--- config.mk ---
export PLATFORM = sky130hd
export DESIGN_NAME = counter_mod_4m
export DESIGN_NICKNAME = d
export VERILOG_FILES = /design/src/rtl/counter_mod_4m.sv
export SDC_FILE = /design/constraint.sdc
export NUM_CORES = 1
export LEC_CHECK = 0
export CAP_MARGIN = 0
export CELL_PAD_IN_SITES_DETAIL_PLACEMENT = 2
export CELL_PAD_IN_SITES_GLOBAL_PLACEMENT = 2
export CORE_MARGIN = 2
export CORE_UTILIZATION = 30
export CTS_BUF_LIST = sky130_fd_sc_hd__clkbuf_16
export DETAILED_ROUTE_END_ITERATION = 12
export DONT_BUFFER_PORTS = 1
export GPL_TIMING_DRIVEN = 1
export PLACE_DENSITY_LB_ADDON = 0.1
export SLEW_MARGIN = 20
export SYNTH_ARGS = -nofsm -noshare
export SYNTH_HDL_FRONTEND = slang
export SYNTH_SLANG_ARGS = --single-unit
--- constraint.sdc ---
create_clock -name clk -period 6.5 [get_ports clk]
set_input_delay 0.65 -clock clk [delete_from_list [all_inputs] [get_ports clk]]
set_output_delay 0.65 -clock clk [all_outputs]
set_load 0.005 [all_outputs]
--- src/rtl/counter_mod_4m.sv ---
// counter_mod_4m: cascadable 4-mode up/down counter with runtime terminal
// count L (range 0..L), combinational carry/borrow-out and a registered
// wrap-event pulse.
// Optional feature macro: CNTR_SAT_EN (saturate at the limits instead of
// wrapping; wrap then stays low).
module counter_mod_4m #(
   parameter int unsigned WIDTH     = 8,
   parameter int unsigned RESET_VAL = 0
) (
   input  logic             clk,
   input  logic             rst,
   input  logic [1:0]       m,
   input  logic             Ci,
   input  logic [WIDTH-1:0] B,
   input  logic [WIDTH-1:0] L,
   output logic [WIDTH-1:0] Q,
   output logic             Co,
   output logic             wrap
);

`ifdef CNTR_SAT_EN
   localparam bit SAT_EN = 1'b1;
`else
   localparam bit SAT_EN = 1'b0;
`endif

   localparam logic [1:0] MODE_HOLD = 2'b00;
   localparam logic [1:0] MODE_UP   = 2'b01;
   localparam logic [1:0] MODE_DOWN = 2'b10;
   localparam logic [1:0] MODE_LOAD = 2'b11;

   logic [WIDTH-1:0] q_next;
   logic             co_c;
   logic             wrap_next;

   // Next count and terminal-event decode from current Q, L and mode
   always_comb begin
      q_next    = Q;
      co_c      = 1'b0;
      wrap_next = 1'b0;
      case (m)
         MODE_HOLD: q_next = Q;
         MODE_UP: begin
            if (Ci) begin
               if (Q >= L) begin
                  co_c   = 1'b1;
                  q_next = SAT_EN ? L : '0;
               end else begin
                  q_next = Q + WIDTH'(1);
               end
            end
         end
         MODE_DOWN: begin
            if (Ci) begin
               if (Q == '0) begin
                  co_c   = 1'b1;
                  q_next = SAT_EN ? '0 : L;
               end else if (Q > L) begin
                  // L was lowered below the count: resync to the new top
                  q_next = L;
               end else begin
                  q_next = Q - WIDTH'(1);
               end
            end
         end
         MODE_LOAD: q_next = (B <= L) ? B : L;
         default:   q_next = Q;
      endcase
      wrap_next = SAT_EN ? 1'b0 : co_c;
   end

   // Carry/borrow-out is combinational so a cascade adds no latency
   assign Co = rst & co_c;

   // Count and wrap-pulse registers, asynchronously forced by reset
   always_ff @(posedge clk or negedge rst) begin
      if (!rst) begin
         Q    <= WIDTH'(RESET_VAL);
         wrap <= 1'b0;
      end else begin
         Q    <= q_next;
         wrap <= wrap_next;
      end
   end

endmodule

Word-level counts from Yosys, hierarchy flattened:

Index checks and enable logic that the tools add are counted.

* add/sub/neg operators: 2
* magnitude comparators: 3
* equality and inequality tests: 5
* mux-type cells: 12
* bitwise gates (word level): 2
* reductions and logical operators: 3

Operators by type and width (number)
* 8-bit 2-to-1 mux: 6
* 8-bit one-hot mux with 3 select lines: 1
* 8-bit by 1-bit adder with 8-bit output (second input constant): 1
* 8-bit greater-or-equal comparator: 1
* 8-bit greater-than comparator: 1
* 8-bit less-or-equal comparator: 1
* 8-bit zero test: 1
* 8-bit by 1-bit subtractor with 8-bit output (second input constant): 1
* 2-bit equality test (second input constant): 2
* 1-bit 2-to-1 mux: 4
* 2-bit != test (second input constant): 2
* 3-bit AND reduction: 1
* 2-bit by 1-bit equality test with 1-bit output (second input constant): 1
* 2-bit zero test: 1
* 1-bit one-hot mux with 2 select lines: 1
* 1-bit AND: 1
* 1-bit NOT: 1

* bits in registers: 9
* input bits: 21
* output and inout bits: 10
* logic and storage cells: 29

Logic depth before layout (Yosys ltp):

* depth after elaboration: 5
* mapped depth: 9

Least setup slack after synthesis:

No wires, ideal clock.

* kind: input -> output
* start point: in L[3]
* end point: out Co
* arrival time: 1.900 ns
* data required time: 5.850 ns
* setup slack: 3.950 ns
* stages: 7
* path buffers: 0
* path through: inv_1 ha_1 a21oi_1 a31oi_1 nor3_1 nor2_1 and2_1

* cells in the longest elaborated chain, start to end: 5

RTL lines
* from (decl): line 15 `input logic [WIDTH-1:0] L,`
* 8-bit greater-or-equal comparator: line 45 `if (Q >= L) begin`
* 1-bit 2-to-1 mux: line 45
* 1-bit 2-to-1 mux: line 44 `if (Ci) begin`
* 1-bit one-hot mux with 2 select lines: line 41 `case (m)`
* via co_c: line 33 `logic co_c;`
* 1-bit AND: line 73 `assign Co = rst & co_c;`
* to (decl): line 17 `output logic Co,`

The timed path passes the listed nets, and every way through them passes these cells.

Worst setup path in the final report:

* start point: reg Q[3]
* end point: out Co

* cells in the longest elaborated chain, start to end: 5

RTL lines
* from (decl): line 16 `output logic [WIDTH-1:0] Q,`
* from (signal assigned): line 78 `Q <= WIDTH'(RESET_VAL);`
* from (signal assigned): line 81 `Q <= q_next;`
* 8-bit greater-or-equal comparator or 8-bit zero test (tied branches): line 45, 55
* 1-bit 2-to-1 mux, on equally long branches: line 45, 55
* 1-bit 2-to-1 mux, on equally long branches: line 44, 54
* 1-bit one-hot mux with 2 select lines *: line 41
* via co_c: line 33
* 1-bit AND *: line 73

The timed path passes the listed nets; every way through them passes the cells marked *.

==> flow_summary_export.csv <==
group,metric,value,unit
die,fp-row-count,25,
sta,period_needed,3.003,ns
final_layout,final_area,1617,µm²
worst_setup_path,path_max_fanout,12,
drt,drc,0,
logic_synthesis,synth_edf_count,0,
pwr,max-vdd-ir-drop,0.1091,mV
final_layout,fin_util,34.23,%
sta,relSlewSlack,40.90,%
logic_synthesis,postSynthNetCount,227,
drt,wl_met3,206,µm
sta,hold_violations,0,
final_layout,synthToLayoutAreaGrowth,9.306,%
clock_network,clkTransAtPathRegs,0.04,ns
die,initial_core_util,31.31,%
worst_setup_path,critical_path_arrival,2.35,ns
die,io_pins,31,
final_layout,fin_nets,227,
drt,postRouteWirelength,5493,µm
min_path,hp-class,"primary input to async pin",
logic_synthesis,yosysSeqAreaShare,15.23,%
pwr,total_power,598.8,µW
final_layout,layout-drive-gt1-share,8.743,%
global_route,grt_remaining_overflow,0,
drt,ant_nets,0,
die,die_w,74.21,µm
clock_network,cts_resized,0,
worst_setup_path,required,5.85,ns
pwr,power_density,370.4,nW/µm²
clock_network,cts.path.max_buffers,2,
drt,drt_iter0_drc,58,
clock_network,cts_setup_buffers,0,
clock_network,worstSkewPairLatency,0.23,ns
sta,setup_viol,0,
global_route,first_global_vias,1666,
final_layout,diodes,0,
drt,first_pass_iters,4,
logic_synthesis,synthFlopType,"dfrtp_1",
die,die_h,74.21,µm
sta,drv_slew,0,
die,die-area,5507,µm²
logic_synthesis,ys_async_sr_fraction,100.0,%
clock_network,numCtsBuffers,3,
drt,vias,1496,
logic_synthesis,ys_ff_latch,9,
clock_network,cts_sinks,9,
worst_setup_path,slowest_stage,"dfrtp_1",
global_route,antenna_found_initial,0,
worst_setup_path,end_kind,"primary output",
logic_synthesis,syn_avg_cell_area,8.038,µm²
placed_design,hpwl,4475,µm
logic_synthesis,yosys_warnings,0,
sta,finalClockSkew,0.001948,ns
pwr,power_leakage,0.6878,nW
sta,period_share,46.20,%
clock_network,htree_num_levels,1,
logic_synthesis,ys_types,51,
logic_synthesis,netlist_instances,184,
placed_design,portBuffers,0,
clock_network,cts_tree,"yes",
sta,whs,0.1093,ns
global_route,grt_max_degree,13,
die,core_area,4723,µm²
global_route,track_usage,22.05,%
clock_network,root_buffer,"clkbuf_16",
worst_setup_path,cpPeakStageDelay,0.56,ns
drt,routed.top_layer,"met3",
placed_design,place_area,1538,µm²
logic_synthesis,syn_area,1479,µm²
global_route,grt_pass1_wl,9135,µm
run_status,status,"finished clean",
sta,setup-tns-final,0,ns
drt,wl_per_cell,21.97,µm
job,max_cap_violations,0,
drt,via_per_inst,5.984,
placed_design,gp_congestion,0.8165,
drt,wl_met1,2505,µm
worst_setup_path,start_kind,"register",
drt,dr_wl_met2,2781,µm
sta,tightest_slew,0.8847,ns
sta,fmax,333.0,MHz
worst_setup_path,critPathKind,"register to primary output",
sta,rsz0062_at_grt,"false",
worst_setup_path,path_cells,"ha_1 > a21oi_1 > a31oi_1 > buf_4 > nor3_1 > nor2_1 > and2_1",
clock_network,ctsHoldBuffers,0,
registers in the layout, summed over array words and instances, names as in the netlist:
name  count
Q         8
wrap      1
kinds of logic (layout without fill, tap and decap cells):
logic type | Yosys count | count (layout) | synth area share [%]
buffers and inverters | 19 | 18 | 5.499
DFF | 9 | 9 | 15.23
and+or+nand+nor | 64 | 64 | 25.38
muxes | 3 | 3 | 2.031
adders and majority gates | 22 | 22 | 18.61
AOI/OAI and AO/OA | 63 | 63 | 30.88
xor gates and xnor gates | 4 | 4 | 2.369
cell usage in the layout, fill, tap and decap left out, types with 3 or more instances in the layout:
cell | synthesis | final
o21ai_0 | 10 | 10
nand3_1 | 8 | 8
dfrtp_1 | 9 | 9
ha_1 | 22 | 22
o31ai_1 | 3 | 3
nand4_1 | 5 | 5
xor2_1 | 3 | 3
nor2b_1 | 4 | 4
inv_1 | 13 | 14
nand2_1 | 12 | 12
a21bo_2 | 4 | 4
and3_1 | 5 | 5
a21oi_1 | 9 | 9
nor4b_1 | 3 | 3
o211ai_1 | 6 | 6
mux2i_1 | 3 | 3
a31oi_1 | 3 | 3
o21ai_1 | 7 | 7
clkbuf_16 | 0 | 3
nor3_1 | 6 | 6
nor2_1 | 7 | 7
and2_1 | 3 | 3
worst paths after layout:
| path | depth (start not counted) | startpoint | slack, ns | end |
|---|---|---|---|---|
| max in group asynchronous | 0 | rst | 6.32 | Q[6]$_DFFE_PN0P_ |
| setup / recovery | 7 | Q[3]$_DFFE_PN0P_ | 3.50 | Co |
| min in group clk | 2 | Ci | 0.58 | wrap$_DFF_PN0_ |
| hold / removal | 0 | rst | 0.11 | Q[2]$_DFFE_PN0P_ |
| setup reg to reg | 7 | Q[0]$_DFFE_PN0P_ | 3.96 | Q[0]$_DFFE_PN0P_ |
| hold reg to reg | 2 | Q[7]$_DFFE_PN0P_ | 0.75 | Q[7]$_DFFE_PN0P_ |
per-layer routing:
layer	vias up	track usage, %
li1	706	-
met1	765	28.99
met3	0	4.336
met4	0	1.190
met5	-	0
met2	25	39.38
layout make-up:
class / instances / area, µm²
Inverter: 13 / 48.80
Timing Repair Buffer: 1 / 7.507
Clock inverter: 1 / 3.754
Sequential cell: 9 / 225.2
Clock buffer: 3 / 75.07
Tap cell: 67 / 83.83
Fill cell: 555 / 3107
Multi-Input combinational cell: 156 / 1172
worst max-delay path, delay by kind of cell, from the launching register on:
kind / cells / cell delay, ns
AO/OA/AOI/OAI: 2 / 0.48
adder cells (fa/ha/maj): 1 / 0.35
buffers and inverters: 1 / 0.20
flip-flops: 1 / 0.56
AND/OR/NAND/NOR: 3 / 0.53
report_power, final:
part / switching [mW] / internal, mW
clock: 0.0275 / 0.0804
combinational: 0.191 / 0.139
sequential: 0.0794 / 0.0815
cells in the mapped netlist, drive strengths merged, types with 4 or more instances:
library cell / count / area, µm²
nand2: 12 / 45.04
inv: 13 / 48.80
ha: 22 / 275.3
nand4: 5 / 31.28
a21bo: 4 / 40.04
nor3: 7 / 40.04
dfrtp: 9 / 225.2
buf: 4 / 25.02
o311ai: 4 / 35.04
nor2: 7 / 26.28
and3: 5 / 31.28
o211ai: 7 / 57.55
nand3: 8 / 40.04
o21ai: 17 / 85.08
nor2b: 4 / 25.02
a21oi: 10 / 61.31
stage by stage:
step | std cells | setup slack (ns)
after floorplan | 184 | 3.950
after global placement | 246 | 3.727
after detailed placement | 246 | 3.591
after CTS | 250 | 3.450
after global routing | 250 | 3.309
final | 250 | 3.497
(Power assumes the default switching activity.)
